### src/rtl/mult_pkg.sv
// ---------------------------------------------------------------------------
// mult_pkg
// Definitions shared by the multiply/HI-LO unit and the instruction decoder.
//   mult_state_e : sequencer states (IDLE, RUN, FINISH)
//   MC_*         : multcont encodings driven by the decoder for MFHI/MFLO
//   FUNCT_MULTU  : R-type funct field of the unsigned multiply
// ---------------------------------------------------------------------------
package mult_pkg;

  typedef enum logic [1:0] {
    IDLE   = 2'b00,
    RUN    = 2'b01,
    FINISH = 2'b10
  } mult_state_e;

  localparam logic [1:0] MC_NONE = 2'b00;
  localparam logic [1:0] MC_HI   = 2'b01;
  localparam logic [1:0] MC_LO   = 2'b10;

  localparam logic [5:0] FUNCT_MULTU = 6'b011001;

endpackage

### src/rtl/mult_shift_add.sv
// ---------------------------------------------------------------------------
// mult_shift_add
// Shift-add datapath for an unsigned WIDTH x WIDTH multiply. Holds the
// multiplicand and the running product; one step per cycle while step_i.
// Ports:
//   clk, reset       : clock, synchronous active-high reset (clears registers)
//   load_i           : capture multiplicand_i, place multiplier_i in the low
//                      half of the product and clear the upper half
//   step_i           : perform one conditional-add-then-shift iteration
//   multiplicand_i   : operand A (rs)
//   multiplier_i     : operand B (rt)
//   product_o        : current 2*WIDTH-bit product register
// ---------------------------------------------------------------------------
module mult_shift_add #(
  parameter int WIDTH = 32
) (
  input  logic               clk,
  input  logic               reset,
  input  logic               load_i,
  input  logic               step_i,
  input  logic [WIDTH-1:0]   multiplicand_i,
  input  logic [WIDTH-1:0]   multiplier_i,
  output logic [2*WIDTH-1:0] product_o
);

  logic [2*WIDTH-1:0] prod_q, prod_d;
  logic [WIDTH-1:0]   mcand_q, mcand_d;
  logic [WIDTH:0]     upperSum;

  // Next-state for the datapath. The adder produces a WIDTH+1-bit upper half
  // whose carry bit becomes the top of the (2*WIDTH+1)-bit product; after the
  // right shift that carry lands in bit 2*WIDTH-1 and the top bit is always
  // zero, so only 2*WIDTH bits need to be stored between steps.
  always_comb begin
    upperSum = {1'b0, prod_q[2*WIDTH-1:WIDTH]};
    if (prod_q[0]) begin
      upperSum = upperSum + {1'b0, mcand_q};
    end
    prod_d  = prod_q;
    mcand_d = mcand_q;
    if (load_i) begin
      mcand_d = multiplicand_i;
      prod_d  = {{WIDTH{1'b0}}, multiplier_i};
    end else if (step_i) begin
      prod_d = {upperSum, prod_q[WIDTH-1:1]};
    end
  end

  // Product and multiplicand registers; reset aborts any multiply in flight.
  always_ff @(posedge clk) begin
    if (reset) begin
      prod_q  <= '0;
      mcand_q <= '0;
    end else begin
      prod_q  <= prod_d;
      mcand_q <= mcand_d;
    end
  end

  assign product_o = prod_q;

endmodule

### src/rtl/mult_sequencer.sv
// ---------------------------------------------------------------------------
// mult_sequencer
// Multi-cycle controller for multu and owner of the HI/LO register pair.
// Sequences the shift-add datapath over WIDTH cycles, serves MFHI/MFLO reads
// and stalls the single-cycle core when a dependent instruction shows up
// while a multiply is still in flight.
// Ports:
//   clk, reset : clock, synchronous active-high reset
//   start      : decoded multu present this cycle
//   opa, opb   : multiplicand (rs) and multiplier (rt)
//   multcont   : 01 read HI, 10 read LO, 00 none, 11 behaves as 01
//   busy       : multiply in progress (state != IDLE)
//   done       : one-cycle pulse in the cycle HI/LO are written
//   stall      : hold PC and suppress writeback this cycle
//   mf_data    : HI or LO selected by multcont (combinational)
//   hi, lo     : current HI and LO registers
// ---------------------------------------------------------------------------
module mult_sequencer
  import mult_pkg::*;
#(
  parameter int WIDTH = 32,
  parameter int CNT_W = 6
) (
  input  logic             clk,
  input  logic             reset,
  input  logic             start,
  input  logic [WIDTH-1:0] opa,
  input  logic [WIDTH-1:0] opb,
  input  logic [1:0]       multcont,
  output logic             busy,
  output logic             done,
  output logic             stall,
  output logic [WIDTH-1:0] mf_data,
  output logic [WIDTH-1:0] hi,
  output logic [WIDTH-1:0] lo
);

  localparam logic [CNT_W-1:0] LAST_COUNT = CNT_W'(WIDTH - 1);

  mult_state_e        state_q;
  logic [CNT_W-1:0]   count_q;
  logic               busy_q;
  logic               done_q;
  logic [WIDTH-1:0]   hi_q;
  logic [WIDTH-1:0]   lo_q;
  logic [2*WIDTH-1:0] product;
  logic               loadOperands;
  logic               stepProduct;

  // Operands are only captured from IDLE, so a start arriving while busy
  // leaves the multiply in flight untouched.
  assign loadOperands = (state_q == IDLE) && start;
  assign stepProduct  = (state_q == RUN);

  mult_shift_add #(
    .WIDTH(WIDTH)
  ) u_datapath (
    .clk           (clk),
    .reset         (reset),
    .load_i        (loadOperands),
    .step_i        (stepProduct),
    .multiplicand_i(opa),
    .multiplier_i  (opb),
    .product_o     (product)
  );

  // Sequencer FSM with registered busy/done. done is raised on the way into
  // FINISH so it is high exactly in the cycle whose closing edge writes HI/LO;
  // busy drops at that same edge so a back-to-back start is accepted in the
  // very next cycle.
  always_ff @(posedge clk) begin
    if (reset) begin
      state_q <= IDLE;
      count_q <= '0;
      busy_q  <= 1'b0;
      done_q  <= 1'b0;
      hi_q    <= '0;
      lo_q    <= '0;
    end else begin
      case (state_q)
        IDLE: begin
          done_q <= 1'b0;
          if (start) begin
            state_q <= RUN;
            count_q <= '0;
            busy_q  <= 1'b1;
          end
        end
        RUN: begin
          count_q <= count_q + 1'b1;
          if (count_q == LAST_COUNT) begin
            state_q <= FINISH;
            done_q  <= 1'b1;
          end
        end
        FINISH: begin
          hi_q    <= product[2*WIDTH-1:WIDTH];
          lo_q    <= product[WIDTH-1:0];
          done_q  <= 1'b0;
          busy_q  <= 1'b0;
          state_q <= IDLE;
        end
        default: begin
          state_q <= IDLE;
          busy_q  <= 1'b0;
          done_q  <= 1'b0;
        end
      endcase
    end
  end

  // Any multiply-related instruction presented while busy must wait; this
  // includes the FINISH cycle because HI/LO only settle at its closing edge.
  assign stall = busy_q && (start || (multcont != MC_NONE));

  // multcont[0] picks HI, which also makes the unused 11 code read HI.
  assign mf_data = multcont[0] ? hi_q : lo_q;

  assign busy = busy_q;
  assign done = done_q;
  assign hi   = hi_q;
  assign lo   = lo_q;

endmodule

### config.mk
export PLATFORM = sky130hd
export DESIGN_NAME = mult_sequencer
export DESIGN_NICKNAME = d
export VERILOG_FILES = /design/src/rtl/mult_pkg.sv /design/src/rtl/mult_shift_add.sv /design/src/rtl/mult_sequencer.sv
export SDC_FILE = /design/constraint.sdc
export NUM_CORES = 1
export LEC_CHECK = 0
export BUFFER_PORTS_ARGS = -buffer_cell sky130_fd_sc_hd__buf_2
export CAP_MARGIN = 20
export CORE_ASPECT_RATIO = 0.7
export CORE_MARGIN = 1.5
export CORE_UTILIZATION = 52
export CTS_BUF_LIST = sky130_fd_sc_hd__clkbuf_4
export DETAILED_ROUTE_END_ITERATION = 8
export GPL_TIMING_DRIVEN = 0
export PLACE_DENSITY = 0.79
export SLEW_MARGIN = 20
export SYNTH_ARGS = -nofsm -noshare
export SYNTH_HDL_FRONTEND = slang
export SYNTH_SLANG_ARGS = --single-unit
### constraint.sdc
create_clock -name clk -period 2.35 [get_ports clk]
set_input_delay 0 -clock clk [delete_from_list [all_inputs] [get_ports clk]]
set_output_delay 0 -clock clk [all_outputs]
set_load 0.005 [all_outputs]
Word level (Yosys, flattened, before mapping):

Cells that the tools add are included.

* register bits: 170
* latch bits: 0
* bits in writable memories: 0
* ROM bits: 0
* bits of input ports: 69
* word-level logic and storage cells: 40
* memories: 0

* $add $sub $neg: 2
* multipliers: 0
* div/mod/pow operators: 0
* order comparisons: 0
* equal/unequal tests: 5
* shifts and indexed selects: 0
* multiplexer cells: 11
* bitwise operators: 1
* reduce and logical (&&, ||, !) cells: 12

Operators by type and width (count)
* 2-to-1 mux 32 bit: 3
* adder 32 x 32 -> 33 bit: 1
* 2-to-1 mux 33 bit: 1
* one-hot mux 6 bit (2 select lines): 1
* adder 6 x 1 -> 6 bit, second input constant: 1
* == test 6 x 5 -> 1 bit, second input constant: 1
* 2-to-1 mux 6 bit: 1
* AND reduction 2 bit: 3
* nonzero test 2 bit: 3
* 2-to-1 mux 2 bit: 2
* one-hot mux 2 bit (2 select lines): 1
* OR reduction 2 bit: 2
* == test 2 x 1 -> 1 bit, second input constant: 1
* == test 2 bit, second input constant: 1
* logical AND 1 bit: 2
* zero test 2 bit: 1
* != test 2 x 1 -> 1 bit, second input constant: 1
* != test 2 bit, second input constant: 1
* one-hot mux 1 bit (2 select lines): 1
* logical OR 1 bit: 1
* 2-to-1 mux 1 bit: 1
* NOT 1 bit: 1

Depth between registers and ports, before layout:

* word-level depth: 4
* mapped depth: 10
* depth with buffers taken out: 10

Modules after synthesis:

A second synthesis with hierarchy kept.

* cell total of the unflattened synthesis: 1076
* area total of the unflattened synthesis: 8849.7 um2

By module, submodules not included
* mult_shift_add: instances 1, cells each 708, area an instance 5799.3 um2, seq. area each 1921.8 um2
* mult_sequencer: instances 1, cells each 368, area an instance 3050.4 um2, seq. area each 1481.4 um2

Worst setup path before layout:

OpenSTA, ideal clock, no wires.

* kind: register to register
* from: reg u_datapath.prod_q[32], in the netlist u_datapath.product_o[32]
* to: reg u_datapath.prod_q[59], in the netlist u_datapath.product_o[59]
* library setup time: 0.086 ns
* arrival: 2.251 ns
* path slack: 0.012 ns
* stages on the path, launching flop included: 11
* clock period less this slack: 2.338 ns
* path through: dfxtp_1 > ha_1 > fa_1 > a21oi_1 > o211ai_2 > a31oi_1 > o21ai_2 > nand3_2 > o22ai_2 > xnor2_1 > a221oi_2

* word-level cells in the longest chain between the ends: 2

RTL lines
* start: declaration: RTL line mult_shift_add.sv:26 `logic [2*WIDTH-1:0] prod_q, prod_d;`
* start signal: assignment: RTL line mult_shift_add.sv:55 `prod_q <= prod_d;`
* adder 32 x 32 -> 33 bit: RTL line mult_shift_add.sv:37 `upperSum = upperSum + {1'b0, mcand_q};`
* 2-to-1 mux 33 bit: RTL line mult_shift_add.sv:36 `if (prod_q[0]) begin`

No other way between the ends.
A chain may end at the register's enable or synchronous reset.

Worst setup path after layout:

* from: reg u_datapath.prod_q[49], in the netlist u_datapath.product_o[49]
* to: reg u_datapath.prod_q[59], in the netlist u_datapath.product_o[59]

Same word-level chain as after synthesis.

==> out/results.tsv <==
stage	metric	value	unit
logic_synthesis	synth.area.top_cells	dfxtp_1 (41%), a21oi_1 (9.7%), nand2_1 (9.1%), ha_1 (4.9%), mux2_2 (4.4%)	
critical_path	slowest_stage	dfxtp_1	
finish	nets	1369	
grt	antenna_found_initial	0	
hold_path	worstHoldEndpoint	state_q[0]$_SDFFE_PP0P_	
sta	slew_headroom	0.494	
critical_path	crit_chain	ha_1 -> buf_2 -> a21oi_1 -> o21bai_1 -> a221oi_2 -> o21ai_4 -> nand3_2 -> o22ai_2 -> xnor2_1 -> a221oi_2	
sta	max_freq	0.418	GHz
power_and_ir_drop	cellLeakagePower	4.41	nW
critical_path	path_max_fanout	7	
sta	maxSlewViolCount	0	
logic_synthesis	syn-num-nets	1109	
hold_path	hold_depth	3	
clocking	cts_buffers	17	
placement	place_congestion	0.937	
logic_synthesis	synth_simple_gate_area_share	0.167	
finish	fillers	1240	
run_status	outcome	complete, but fails checks	
finish	stdcell_area	0.0109	sq mm
grt	grt_max_degree	19	
logic_synthesis	synth_top_area_share	0.407	
logic_synthesis	yosys_warnings	0	
critical_path	required	2.85	ns
route	wl_per_cell	18.0	um
route	vias	8789	
clocking	cts_sinks	170	
power_and_ir_drop	power_density	546	mW/mm^2
route	drt_first_pass_iters	8	
critical_path	worstPathArrival	2.90	ns
power_and_ir_drop	ir_drop	0.000341	V
logic_synthesis	synthXorXnorAreaFrac	0.0241	
hold_path	hp-class	in2reg	
grt	overflow	0	
clocking	cts_root_buf	clkbuf_4	
placement	hpwl	18400	um
flow_run	maxCapViolations	0	
critical_path	critical_path.top_delay_family	compound AO/OA/AOI/OAI gates	
logic_synthesis	synthArstFlopShare	0	
logic_synthesis	synth.area.mux_share	0.0602	
critical_path	critPathBufInv	1	
critical_path	crit_start	u_datapath.product_o[49]$_SDFFE_PP0P_	
critical_path	cpPeakStageDelay	0.46	ns
die	design.die.area	0.0169	sq mm
critical_path	r2r_cells	10	
route	drc_errors	0	
logic_synthesis	synthTopCellsByCount	nand2_1 (203), dfxtp_1 (170), a21oi_1 (162)	
critical_path	rr_endpoint	u_datapath.product_o[59]$_SDFFE_PP0P_	
logic_synthesis	synth_edf_count	0	
critical_path	rr_startpoint	u_datapath.product_o[49]$_SDFFE_PP0P_	
logic_synthesis	synth_top_family_by_area	compound AO/OA/AOI/OAI gates	
run_status	violations	setup timing	
logic_synthesis	synth_ff_type	dfxtp_1	
clocking	clk_latency	0.59	ns
grt	grt_pass1_wl	40200	um
placement	dp.cells	1371	
route	wl	26600	um
logic_synthesis	synth_compound_area_frac	0.251	
grt	grt_usage	0.303	
sta	worst_pin_slew	0.760	ns
die	ios	168	
logic_synthesis	synth_top_cell_by_area	dfxtp_1	
sta	fin_ws	-0.0444	ns
logic_synthesis	postSynthCellCount	1006	
finish	seqCellArea	0.00344	sq mm
die	die_width	155	um
critical_path	reg2reg_slack	-0.04	ns
placement	place_area	0.00944	sq mm
grt	grt_pass1_vias	7879	
logic_synthesis	synthAdderAreaFrac	0.0518	
finish	utilization	0.698	
route	drt_iter0_drc	849	
finish	area_growth_syn_to_layout	30.2	%
critical_path	crit_type	reg2reg	
sta	finalSetupViolCount	1	
clocking	h-tree-depth	4	
die	placementRows	38	
finish	drive_gt1_frac	0.274	
critical_path	start_kind	flip-flop	
sta	hold_violations	0	
logic_synthesis	synth.yosys.seq_area_share	0.407	
sta	worst_clock_skew	0.0321	ns
route	ant_nets	0	
critical_path	crit_path_end_kind	flip-flop	
die	chipHeight	109	um
logic_synthesis	yosysUniqueCellTypes	69	
clocking	clk_pin_slew	0.16	ns
finish	multi_input_comb_area	0.00501	sq mm
logic_synthesis	syn_area	0.00836	sq mm
clocking	cts_buffer_depth	2	
logic_synthesis	yosysMostFrequentCell	nand2_1	
sta	tns	-0.0444	ns
logic_synthesis	postSynthAreaPerCell	8.31	sq um
sta	period_minus_slack	2.39	ns
finish	stdcell_count	1479	
placement	pre_cts_ws	-0.369	ns
die	start_util	0.536	
critical_path	cpMostUsedCell	a221oi_2	
sta	fin_crit_sh	1.02	
hold_path	hold_start	reset	
placement	io_buffers	165	
sta	grt_setup_unrepaired	yes	
die	core_area	0.0156	sq mm
finish	insertedDiodeCount	0	
logic_synthesis	ys_ff_latch	170	
clocking	cts_tree	done	
route	vias_per_cell	5.94	
==> where the power goes <==
group          internal [mW]  switching (mW)
registers               3.01           0.131
logic                  0.447           0.623
clock network          0.487            1.25
total                   3.94            2.00
==> cells in the final DEF, fill, tap and decap left out, drive strengths merged, types with 8 or more instances in the layout <==
master,instances
nand2,206
buf,200
dfxtp,170
a21oi,164
clkbuf,66
dlygate4sd3,65
nor2,55
mux2,34
ha,33
a22o,32
a22oi,31
o21ai,30
inv,19
xnor2,16
mux2i,12
a211oi,12
a21o,10
nand3,10
nor3,8
nand4,8
o211ai,8
==> per-layer routing <==
metal	share of wire	track usage	vias up	wire [um]
li1	-	-	4093	-
met1	0.44	0.423	4137	11600
met2	0.45	0.496	498	12000
met3	0.092	0.0481	61	2440
met4	0.020	0.0707	0	537
met5	0	0	-	0
==> flip-flops by register name, summed over array words and instances (netlist names) <==
register              flops
count_q                   6
busy                      1
state_q                   2
hi                       32
lo                       32
u_datapath.product_o     64
u_datapath.mcand_q       32
done                      1
==> worst min-delay path: stages <==
cell and delay (ns):
clkbuf_1 0.23, nor3_1 0.22, or2_2 0.12
==> repair_timing <==
item	4_1_cts	5_1_grt
buffers inserted	6	6
pin swaps	13	19
gates resized for setup	26	77
endpoints found under the setup margin	15	48
endpoints found under the hold margin	65	0
hold buffers	65	0
==> layout make-up <==
type | instances | area share
multi-input cells | 752 | 0.460
flip-flops and latches | 170 | 0.316
repair buffers | 242 | 0.144
plain buffers | 72 | 0.0272
well taps | 200 | 0.0230
clock inverters | 15 | 0.0146
clock buffers | 17 | 0.0117
inverters | 11 | 0.00379
==> logic make-up after synthesis <==
family,Yosys count
simple gates,322
compound gates,327
xor+xnor,23
mux,46
fa+ha+maj,34
buf+inv,84
flops,170
==> metrics by stage <==
step,hold WS [ns],power (mW)
after floorplan,0.109,3.75
after global placement,0.210,4.03
after detailed placement,0.214,4.05
after CTS,0.0103,5.83
after global routing,0.0788,6.16
final,0.0264,5.94
==> how the worst max path moves through the flow <==
stage,cells after the start,endpoint,slack [ns]
2_1_floorplan,10,u_datapath.product_o[59]$_SDFFE_PP0P_,0.01
3_3_place_gp,10,u_datapath.product_o[59]$_SDFFE_PP0P_,-0.31
3_5_place_dp,10,u_datapath.product_o[59]$_SDFFE_PP0P_,-0.37
4_1_cts,10,u_datapath.product_o[57]$_SDFFE_PP0P_,-0.03
5_1_grt,11,u_datapath.product_o[49]$_SDFFE_PP0P_,-0.15
6_report,10,u_datapath.product_o[59]$_SDFFE_PP0P_,-0.04
Note: power is estimated with default switching activity, not from simulation.
